## config.mk

```make
export PLATFORM = sky130hd
export DESIGN_NAME = btn_reset_gen
export DESIGN_NICKNAME = d
export VERILOG_FILES = /design/src/rtl/btn_reset_gen.sv
export SDC_FILE = /design/constraint.sdc
export NUM_CORES = 1
export LEC_CHECK = 0
export CAP_MARGIN = 40
export CELL_PAD_IN_SITES_DETAIL_PLACEMENT = 0
export CELL_PAD_IN_SITES_GLOBAL_PLACEMENT = 1
export CORE_MARGIN = 5
export CORE_UTILIZATION = 41
export CTS_BUF_LIST = sky130_fd_sc_hd__clkbuf_16
export CTS_CLUSTER_SIZE = 24
export DETAILED_ROUTE_END_ITERATION = 7
export PLACE_DENSITY_LB_ADDON = 0.1
export RECOVER_POWER = 25
export SYNTH_ARGS = -nofsm -noshare
export SYNTH_HDL_FRONTEND = slang
export SYNTH_SLANG_ARGS = --single-unit
```

## constraint.sdc

```tcl
create_clock -name clk -period 1.2 [get_ports clk]
set_input_delay 0.12 -clock clk [delete_from_list [all_inputs] [get_ports clk]]
set_output_delay 0.12 -clock clk [all_outputs]
set_load 0.02 [all_outputs]
```

## src/rtl/btn_reset_gen.sv

```systemverilog
// btn_reset_gen: button synchronizer/debouncer and core reset stretcher.
// Conditions the raw active-low board button btn1 into a clean level
// and press/release events. It also generates a stretched active-low
// reset for the downstream core.
// Optional feature macro: BTN_RESET_EN.
//  - Defined: a debounced button press holds the core in reset.
//  - Undefined: only the power-on hold drives core_resetn.
`timescale 1ns/1ps

module btn_reset_gen #(
    parameter int DEBOUNCE_CYCLES   = 16,
    parameter int RESET_HOLD_CYCLES = 8
) (
    input  logic clk,
    input  logic resetn,
    input  logic btn1,
    output logic core_resetn,
    output logic btn_level,
    output logic btn_press,
    output logic btn_release
);

    localparam int DB_W   = $clog2(DEBOUNCE_CYCLES + 1);
    localparam int HOLD_W = $clog2(RESET_HOLD_CYCLES + 1);
    localparam logic [DB_W-1:0]   DB_LAST   = DB_W'(DEBOUNCE_CYCLES - 1);
    localparam logic [HOLD_W-1:0] HOLD_LAST = HOLD_W'(RESET_HOLD_CYCLES - 1);

`ifdef BTN_RESET_EN
    localparam logic BUTTON_RESETS_CORE = 1'b1;
`else
    localparam logic BUTTON_RESETS_CORE = 1'b0;
`endif

    typedef enum logic [1:0] {
        ST_HOLD         = 2'd0,
        ST_RUN          = 2'd1,
        ST_WAIT_RELEASE = 2'd2
    } state_e;

    logic              sync1_q, sync2_q;
    logic              btn_pressed;
    logic [DB_W-1:0]   db_cnt_q, db_cnt_d;
    logic              level_q, level_d;
    logic              press_q, press_d;
    logic              release_q, release_d;
    state_e            state_q, state_d;
    logic [HOLD_W-1:0] hold_cnt_q, hold_cnt_d;
    logic              core_resetn_q, core_resetn_d;

    // Two-flop synchronizer; resets to "released" so no false press at power-on.
    always_ff @(posedge clk or negedge resetn) begin
        if (!resetn) begin
            sync1_q <= 1'b1;
            sync2_q <= 1'b1;
        end else begin
            sync1_q <= btn1;
            sync2_q <= sync1_q;
        end
    end

    // The button is active-low, so pressed is the inverted synchronized level.
    assign btn_pressed = ~sync2_q;

    // Debounce: count consecutive disagreeing samples.
    // Accept the new level on the DEBOUNCE_CYCLES-th sample.
    always_comb begin
        db_cnt_d  = db_cnt_q;
        level_d   = level_q;
        press_d   = 1'b0;
        release_d = 1'b0;
        if (btn_pressed == level_q) begin
            db_cnt_d = '0;
        end else if (db_cnt_q == DB_LAST) begin
            db_cnt_d  = '0;
            level_d   = btn_pressed;
            press_d   = btn_pressed;
            release_d = ~btn_pressed;
        end else begin
            db_cnt_d = db_cnt_q + DB_W'(1);
        end
    end

    // Debounce state and the one-cycle event pulses.
    always_ff @(posedge clk or negedge resetn) begin
        if (!resetn) begin
            db_cnt_q  <= '0;
            level_q   <= 1'b0;
            press_q   <= 1'b0;
            release_q <= 1'b0;
        end else begin
            db_cnt_q  <= db_cnt_d;
            level_q   <= level_d;
            press_q   <= press_d;
            release_q <= release_d;
        end
    end

    // Reset sequencer next-state logic.
    // A press takes priority over hold completion.
    // core_resetn is registered from the next state.
    always_comb begin
        state_d    = state_q;
        hold_cnt_d = '0;
        unique case (state_q)
            ST_HOLD: begin
                if (BUTTON_RESETS_CORE && press_q) begin
                    state_d = ST_WAIT_RELEASE;
                end else if (hold_cnt_q == HOLD_LAST) begin
                    state_d = ST_RUN;
                end else begin
                    hold_cnt_d = hold_cnt_q + HOLD_W'(1);
                end
            end
            ST_RUN: begin
                // A release seen here is ignored.
                if (BUTTON_RESETS_CORE && press_q) begin
                    state_d = ST_WAIT_RELEASE;
                end
            end
            ST_WAIT_RELEASE: begin
                // The hold count restarts from zero on re-entry to HOLD.
                if (release_q) begin
                    state_d = ST_HOLD;
                end
            end
            default: begin
                state_d = ST_HOLD;
            end
        endcase
        core_resetn_d = (state_d == ST_RUN);
    end

    // Reset sequencer state, hold counter and the registered core reset.
    always_ff @(posedge clk or negedge resetn) begin
        if (!resetn) begin
            state_q       <= ST_HOLD;
            hold_cnt_q    <= '0;
            core_resetn_q <= 1'b0;
        end else begin
            state_q       <= state_d;
            hold_cnt_q    <= hold_cnt_d;
            core_resetn_q <= core_resetn_d;
        end
    end

    assign core_resetn = core_resetn_q;
    assign btn_level   = level_q;
    assign btn_press   = press_q;
    assign btn_release = release_q;

endmodule

```

After elaboration in Yosys (flattened, before gate mapping)

Index checks and enable logic that the tools add are counted.

Equality and inequality tests: 6
Add/sub/neg operators: 2
Bitwise gates (word level): 2
Mux-type cells: 11
Reduce and logical (&&, ||, !) cells: 2

Operators by type and width:

| kind                                          | number |
|---|---|
| 2-to-1 mux 5 bit                              | 2 |
| 2-to-1 mux 4 bit                              | 2 |
| case mux 2 bit (3 select lines)               | 1 |
| adder 5 x 1 -> 5 bit, second input constant   | 1 |
| == test 5 x 4 -> 1 bit, second input constant | 1 |
| adder 4 x 1 -> 4 bit, second input constant   | 1 |
| == test 2 x 1 -> 1 bit, second input constant | 2 |
| == test 4 x 3 -> 1 bit, second input constant | 1 |
| 2-to-1 mux 1 bit                              | 4 |
| 2-to-1 mux 2 bit                              | 2 |
| == test 2 bit, second input constant          | 1 |
| logical NOT 2 bit                             | 1 |
| inverter 1 bit                                | 2 |
| AND reduction 2 bit                           | 1 |
| == test 1 bit                                 | 1 |

Output and inout port bits: 4
Bits of input ports: 3
Register bits after elaboration: 17

Longest topological paths before layout

Depth after elaboration: 4
Gate-level depth with buffers: 4

Worst setup path after synthesis

No wires, ideal clock.

Path kind: register -> register
Start: register hold_cnt_q[0]
End: register core_resetn_q (netlist: core_resetn)
Path buffers: 0
Stages on the path, launching flop included: 5
Library setup time: 0.123 ns
Setup slack: 0.141 ns
Clock period less this slack: 1.059 ns
Arrival time: 0.936 ns
Data required time: 1.077 ns
Cell sequence: dfrtp_1 ha_1 and3b_1 nor2_1 nor2_1

Longest elaborated chain between the ends: 4

RTL lines:

| what                            | RTL line | RTL |
|---|---|---|
| start, declared                 | 47       | `logic [HOLD_W-1:0] hold_cnt_q, hold_cnt_d;` |
| start signal, assigned          | 141      | `hold_cnt_q <= hold_cnt_d;` |
| == test 4 x 3 -> 1 bit          | 108      | `end else if (hold_cnt_q == HOLD_LAST) begin` |
| 2-to-1 mux 2 bit                | 108      |  |
| case mux 2 bit (3 select lines) | 104      | `unique case (state_q)` |
| == test 2 x 1 -> 1 bit          | 130      | `core_resetn_d = (state_d == ST_RUN);` |
| named net core_resetn_d         | 48       | `logic core_resetn_q, core_resetn_d;` |
| end signal, assigned            | 142      | `core_resetn_q <= core_resetn_d;` |
| end, declared                   | 48       |  |

The timed path passes the listed nets, and every way through them passes these cells.
A chain may end at the register's enable or synchronous reset.

Final worst setup path

Start: register db_cnt_q[0]
End: register db_cnt_q[3]

Longest elaborated chain between the ends: 3

RTL lines:

| what                                                                  | RTL line | RTL |
|---|---|---|
| start, declared                                                       | 42       | `logic [DB_W-1:0] db_cnt_q, db_cnt_d;` |
| start signal, assigned                                                | 91       | `db_cnt_q <= db_cnt_d;` |
| adder 5 x 1 -> 5 bit / == test 5 x 4 -> 1 bit (equally long branches) | 79, 73   |  |
| 2-to-1 mux 5 bit *                                                    | 73       | `end else if (db_cnt_q == DB_LAST) begin` |
| 2-to-1 mux 5 bit *                                                    | 71       | `if (btn_pressed == level_q) begin` |
| named net db_cnt_d[3]                                                 | 42       |  |

Mark *: on every way through the listed nets, which the timed path passes. The rest lies on a longest branch.

==> impl_metrics.json <==
{
  "status": "finished, final reports clean",
  "finClkSkew_ps": 4.57,
  "clk_latency_ps": 250,
  "synthCells": 49,
  "p_per_area_mw_per_mm2": 1570,
  "detail_route.wl_per_cell_um": 13.9,
  "drt_iter0_markers": 6,
  "slowest_delay_ps": 390,
  "grt_max_degree": 18,
  "routed_wl_um": 1080,
  "crit_path_end_kind": "flip-flop",
  "p_leak_nw": 0.384,
  "dieArea_mm2": 0.00243,
  "hp-class": "reg2reg",
  "stdcell_count": 78,
  "setup_ws_ps": 58.5,
  "fmax_mhz": 876,
  "die_w_um": 49.3,
  "synthesis.area_um2": 634,
  "yosysUniqueCellTypes": 18,
  "dp.cells": 73,
  "io_buffers": 6,
  "clock_path_buffers": 2,
  "grt_pass1_vias": 419,
  "synth_nets": 54,
  "ys_seq_area_share_pct": 67.5,
  "irDropWorstVdd_v": 0.00107,
  "wl_met2_um": 553,
  "postSynthAreaPerCell_um2": 12.9,
  "slowest_stage": "dfrtp_1",
  "rows": 14,
  "critical_path_class": "reg2reg",
  "synth-edff-count": 0,
  "cp.required_ps": 1330,
  "overflow": 0,
  "place_ws_ps": 42.2,
  "clock_sinks": 17,
  "synthFlopType": "dfrtp_1",
  "dp.final_hpwl_um": 768,
  "worst_slew_pin_slew_ps": 856,
  "global_route.usage.total_pct": 10.1,
  "clk_pin_slew_ps": 50,
  "cts-buffers-inserted": 3,
  "cpLargestDelayFamily": "simple AND/OR/NAND/NOR gates",
  "drc": 0,
  "ios": 7,
  "ant_nets": 0,
  "diodes": 0,
  "finalCriticalPeriod_ps": 1140,
  "cp-start-kind": "flip-flop",
  "ys_seq_elements": 17,
  "max_cap_viol_count": 0,
  "ctsHoldBuffers": 0,
  "cp_data_arrival_time_ps": 1270,
  "final-hold-violation-count": 0,
  "yosysWarnings": 0,
  "num_vias": 411,
  "critPathBufInv": 0,
  "finalCritPeriodShare_pct": 95.1,
  "fill_cells": 124,
  "setup_viol": 0,
  "yosysTopAreaCell": "dfrtp_1",
  "cts-root-buf": "clkbuf_16",
  "setup_tns_ps": 0,
  "synth_common_cells": "dfrtp_1, nor2_1, nand2_1",
  "synth.most_common_cell": "dfrtp_1",
  "cp_max_fo": 5,
  "antenna_found_initial": 0,
  "top_layer_used": "met4",
  "synthTopCellsByArea": "dfrtp_1, dfstp_2, nor2_1",
  "grt_pass1_wl_um": 1810,
  "cts_tree": "built",
  "h-tree-depth": 1,
  "utilization_pct": 55.3,
  "cp_cell_sequence": "ha_4 > nand4b_1 > nand2_1 > nor2_1",
  "area_delta_synth_final_pct": 29.8,
  "wl_met1_um": 440,
  "whs_ps": 358,
  "initial_core_util_pct": 42.6,
  "fp.dieH_um": 49.3,
  "core_mm2": 0.00149,
  "gp_congestion": 0.764,
  "async_flop_share_pct": 100,
  "routed_via_density": 5.27,
  "wl_met3_um": 67,
  "slew_headroom_pct": 43.0,
  "synth_top_area_share_pct": 59.2,
  "maxSlewViolCount": 0,
  "drtPass1Iterations": 4,
  "drive_gt1_share_pct": 17.7,
  "nets": 68
}
==> cell usage in the layout, fill, tap and decap left out, drive strengths merged <==
master and instances:
dfrtp 15, nor2 7, nand2 4, dlygate4sd2 4, clkbuf 4, nor3 3, nand3 2, xor2 2
and2 2, nor3b 2, buf 2, dfstp 2, xnor2 2, ha 2, nand4b 1, and3b 1
nor4 1, a31oi 1, mux2i 1, o21ai 1, clkinv 1, dlygate4sd3 1, clkdlybuf4s50 1
==> routing by layer <==
layer / track usage, % / vias to the layer above
met5: 0 / -
met4: 6.73 / 0
met3: 4.28 / 4
met2: 16.5 / 11
met1: 10.3 / 203
li1: - / 193
==> cell type report <==
type,count,area (um^2),area share [%]
sequential,17,428,52.0
multi-input combinational,32,221,26.9
clock inverter,1,5.00,0.608
tap,16,20.0,2.43
timing repair buffer,9,73.8,8.97
clock buffer,3,75.1,9.12
==> final timing paths <==
kind,start,to,slack [ps],cells after the start
worst max register to register,db_cnt_q[0],db_cnt_q[3],60,4
min in group asynchronous,resetn,core_resetn,430,2
worst min-delay path,sync1_q,sync2_q,360,0
worst max-delay path,db_cnt_q[0],db_cnt_q[3],60,4
max in group asynchronous,resetn,db_cnt_q[1],240,2
worst min register to register,sync1_q,sync2_q,360,0
==> through the flow <==
step	total power (W)	instance area [um^2]
after CTS	0.00131	805
after global placement	0.000642	729
after detailed placement	0.000647	729
after floorplan	0.000621	634
after global routing	0.00134	823
final	0.00129	823
==> registers in the layout, indices dropped and copies added (netlist names) <==
register     flops
sync2_q          1
btn_level        1
btn_release      1
hold_cnt_q       4
db_cnt_q         5
sync1_q          1
state_q          2
btn_press        1
core_resetn      1
==> power breakdown <==
group | internal [W] | switching (W)
Clock | 0.000445 | 0.000201
Combinational | 0.0000215 | 0.0000221
Sequential | 0.000589 | 0.0000127
Total | 0.00106 | 0.000236
==> logic make-up after synthesis <==
family / synth area share [%]
simple gates: 18.5
xor+xnor: 6.71
compound gates: 1.78
flops: 67.5
fa+ha+maj: 3.94
mux: 1.58
==> timing repair <==
| item | in CTS | in global routing |
|---|---|---|
| setup endpoints to repair | 4 | 6 |
| pin swaps | 0 | 2 |
| resized for setup | 4 | 3 |
| setup buffers | 0 | 1 |
(Power assumes the default switching activity.)
